--- src/rtl/core_counter_pkg.sv ---
// Shared constants, types and the lamp-enable decode for the hit-driven event counter.
package core_counter_pkg;

  // Event number width; wraps after 2**NOM_W hits.
  localparam int NOM_W = 4;
  // Group number width; counts event-number wraps.
  localparam int BIT_W = 2;
  // One lamp per group value.
  localparam int LE_W  = 1 << BIT_W;

  typedef logic [NOM_W-1:0] nom_t;
  typedef logic [BIT_W-1:0] bit_t;
  typedef logic [LE_W-1:0]  le_t;

  // One-hot lamp enable: group value g lights lamp g.
  function automatic le_t le_decode(input bit_t grp);
    le_t onehot;
    onehot = '0;
    onehot[grp] = 1'b1;
    return onehot;
  endfunction

endpackage

--- src/rtl/core_counter_mod.sv ---
// Generic wrap-around counter with count enable and a carry-out that flags
// the enabled step from all-ones back to zero, so counters can be chained.
module core_counter_mod #(
  parameter int W = 4
) (
  input  logic         clk,
  input  logic         rst,
  input  logic         en,
  output logic [W-1:0] q,
  output logic         co
);

  // Count register: cleared immediately by rst, otherwise steps by one when enabled.
  always_ff @(posedge clk or posedge rst) begin
    if (rst) begin
      q <= '0;
    end else if (en) begin
      q <= q + W'(1);
    end
  end

  // Carry is combinational so the next stage advances on the very edge this one wraps.
  always_comb begin
    co = en & (&q);
  end

endmodule

--- src/rtl/core_counter.sv ---
// Hit-driven event counter: NOM counts hit edges, BIT counts NOM wraps,
// LE lights one lamp per BIT value and TX exposes the NOM bit picked by BIT.
module core_counter
  import core_counter_pkg::*;
(
  input  logic             hit,
  input  logic             clr,
  output logic [NOM_W-1:0] NOM,
  output logic [BIT_W-1:0] BIT,
  output logic [LE_W-1:0]  LE,
  output logic             TX
);

  logic nom_co;
  logic bit_co;

  // Event counter advances on every hit edge.
  core_counter_mod #(.W(NOM_W)) u_nom (
    .clk (hit),
    .rst (clr),
    .en  (1'b1),
    .q   (NOM),
    .co  (nom_co)
  );

  // Group counter advances only on the edge where the event counter wraps.
  core_counter_mod #(.W(BIT_W)) u_bit (
    .clk (hit),
    .rst (clr),
    .en  (nom_co),
    .q   (BIT),
    .co  (bit_co)
  );

  // Outputs are pure decode of the registers, so they follow NOM/BIT with no extra cycle;
  // the group counter's own carry has no consumer here and is deliberately dropped.
  always_comb begin
    LE = le_decode(BIT);
    TX = NOM[BIT];
  end

  logic unused_ok;
  assign unused_ok = bit_co;

endmodule

--- config.mk ---
export PLATFORM = sky130hd
export DESIGN_NAME = core_counter
export DESIGN_NICKNAME = d
export VERILOG_FILES = /design/src/rtl/core_counter_pkg.sv /design/src/rtl/core_counter_mod.sv /design/src/rtl/core_counter.sv
export SDC_FILE = /design/constraint.sdc
export NUM_CORES = 1
export LEC_CHECK = 0
export CAP_MARGIN = 20
export CORE_AREA = 2 2 39 41
export CTS_CLUSTER_SIZE = 20
export DETAILED_ROUTE_END_ITERATION = 16
export DIE_AREA = 0 0 41 43
export GPL_ROUTABILITY_DRIVEN = 0
export GPL_TIMING_DRIVEN = 0
export PLACE_DENSITY = 0.59
export SYNTH_ARGS = -nofsm -noshare
export SYNTH_HDL_FRONTEND = slang
export SYNTH_HIERARCHICAL = 1
export SYNTH_SLANG_ARGS = --single-unit
--- constraint.sdc ---
create_clock -name hit -period 2.29 [get_ports hit]
set_input_delay 0.3435 -clock hit [delete_from_list [all_inputs] [get_ports hit]]
set_output_delay 0.3435 -clock hit [all_outputs]
set_load 0.05 [all_outputs]
==> impl_metrics.json, run 1 <==
{
  "rsz_0062_raised_after_global_routing": "false",
  "detail-route-antenna-nets": 0,
  "regArea_um2": 150,
  "areaGrowthSynthToFinish_pct": 55.4,
  "number_of_global_route_vias_before_repair": 211,
  "drt_iter0_drc": 3,
  "worst_ep_required_time_ps": 1950,
  "path_max_fanout": 8,
  "hold-worst-slack_ps": 283,
  "r2r_cells": 4,
  "timing.final.max_slew_violations": 0,
  "drt-wirelength-per-cell_um": 9.50,
  "synth_area_um2": 312,
  "worstReg2RegStart": "u_nom/q[0]",
  "layout-drive-gt1-share_pct": 13.6,
  "port_buffers": 12,
  "post-dp-hpwl_um": 446,
  "drc": 0,
  "clock_slew_at_reported_path_ffs_ps": 40,
  "number_of_buffers_inserted_during_clock_tree_synthesis": 3,
  "post_cts_resized": 1,
  "clock_tree_from_tritoncts": "yes",
  "multiInputGateArea_um2": 165,
  "cts_setup_buffers": 0,
  "critPathCaptureType": "primary output",
  "drv.max_cap_violation_count": 0,
  "placed_cell_area_um2": 463,
  "die_h_um": 43,
  "core_um2": 1380,
  "h-tree-depth": 1,
  "initial_utilization_pct": 22.5,
  "max_freq_ghz": 0.486,
  "antenna_found_initial": 0,
  "worstPathArrival_ps": 1710,
  "grt_start_max_net_pins": 9,
  "fin_setup_tns_ps": 0,
  "hold_path.class": "input pin to asynchronous set/reset pin",
  "fillCellCount": 158,
  "clock_skew_ps": 4.50,
  "drt_first_pass_iters": 2,
  "postLayoutCellArea_um2": 484,
  "run_status": "finished clean",
  "die-width_um": 41,
  "global_route_wire_length_before_repair_um": 931,
  "timing.final.crit_share_pct": 89.8,
  "clock_insertion_delay_worst_skew_ps": 250,
  "route.vias.total": 238,
  "yosys_warnings": 6,
  "worstSetupStartpointType": "flip-flop",
  "synth_cells": 26,
  "clock_path_buffers": 2,
  "routed_wirelength_um": 570,
  "timing.final.crit_period_ps": 2060,
  "cts-hold-fix-buffers": 0,
  "grt_util_all_layers_pct": 8.89,
  "setup_violations": 0,
  "final_hold_viol_count": 0,
  "reg2reg_to": "u_bit/q[1]",
  "insertedDiodeCount": 0,
  "num-nets-final": 50,
  "globalRouteOverflowTotal": 0,
  "clock_tree.root_cell": "clkbuf_4",
  "ff2ff_setup_slack_ps": 960,
  "std_cell_rows": 14,
  "boundaryPins": 13,
  "cts_sinks": 6,
  "drt-vias-per-instance": 3.97,
  "dieArea_um2": 1760,
  "avgSynthCellArea_um2": 12.0,
  "worstSetupPathType": "flip-flop to primary output"
}
==> per-layer routing <==
metal  vias up  part of all wire [%]  track usage [%]
met5         -                     0                0
met4         0                   3.2             10.0
met3         2                    10             3.14
met2        14                    45             11.6
met1       104                    41             9.84
li1        118                     -                -
==> flip-flops by register name, indices dropped and copies added, names as in the netlist <==
signal   count
u_nom/q      4
u_bit/q      2
==> metrics by stage <==
step                      std cells  setup slack [ps]  utilization, %
after CTS                        60               217            35.0
after global placement           57               236            33.5
after global routing             60               137            35.0
after detailed placement         57               226            33.5
after floorplan                  29               432               -
final                            60               233            35.0
==> how the worst max path moves through the flow <==
stage / end / startpoint
after floorplan: LE[1] / u_bit/q[0]
after global placement: TX / u_bit/q[0]
after detailed placement: TX / u_bit/q[0]
after CTS: LE[2] / u_bit/q[0]
after global routing: LE[1] / u_bit/q[0]
final: LE[2] / u_bit/q[0]
==> critical path, cell delays in order (launching register included) <==
cell,delay [ps]
dfrtp_1,460
and2b_1,220
clkdlybuf4s50_1,790
==> final cells by class <==
type / count / share of cell area [%]
Sequential cell: 6 / 31.0
Clock buffer: 3 / 4.65
Multi-Input combinational cell: 21 / 34.1
Tap cell: 16 / 4.13
Timing Repair Buffer: 12 / 24.5
Inverter: 2 / 1.55
==> cells in the final DEF (no fill, tap or decap), drive strengths merged <==
| cell | instances |
|---|---|
| clkdlybuf4s50 | 11 |
| dfrtp | 6 |
| conb | 4 |
| clkbuf | 3 |
| nor2 | 2 |
| xor2 | 2 |
| inv | 2 |
| ha | 2 |
| nand2 | 2 |
| xnor2 | 2 |
| mux2 | 2 |
| and2 | 1 |
| nor2b | 1 |
| mux4 | 1 |
| and2b | 1 |
| dlygate4sd2 | 1 |
| nand4 | 1 |
Power of run 1 is not shown: default switching activity piles up to over one toggle a cycle in this logic, so the estimate is an artifact.
==> run 2, diff against run 1 <==
SLEW_MARGIN = 40   (was not set)
==> results of run 2 <==
The final DEF is identical to that of run 1; final timing and power are the same.
Power of run 2 is left out for the same reason.
==> run 3, diff against run 2 <==
CTS_CLUSTER_DIAMETER = 30   (was not set)
==> results of run 3 <==
The final DEF is identical to that of run 1; final timing and power are the same.
Power of run 3 is left out for the same reason.
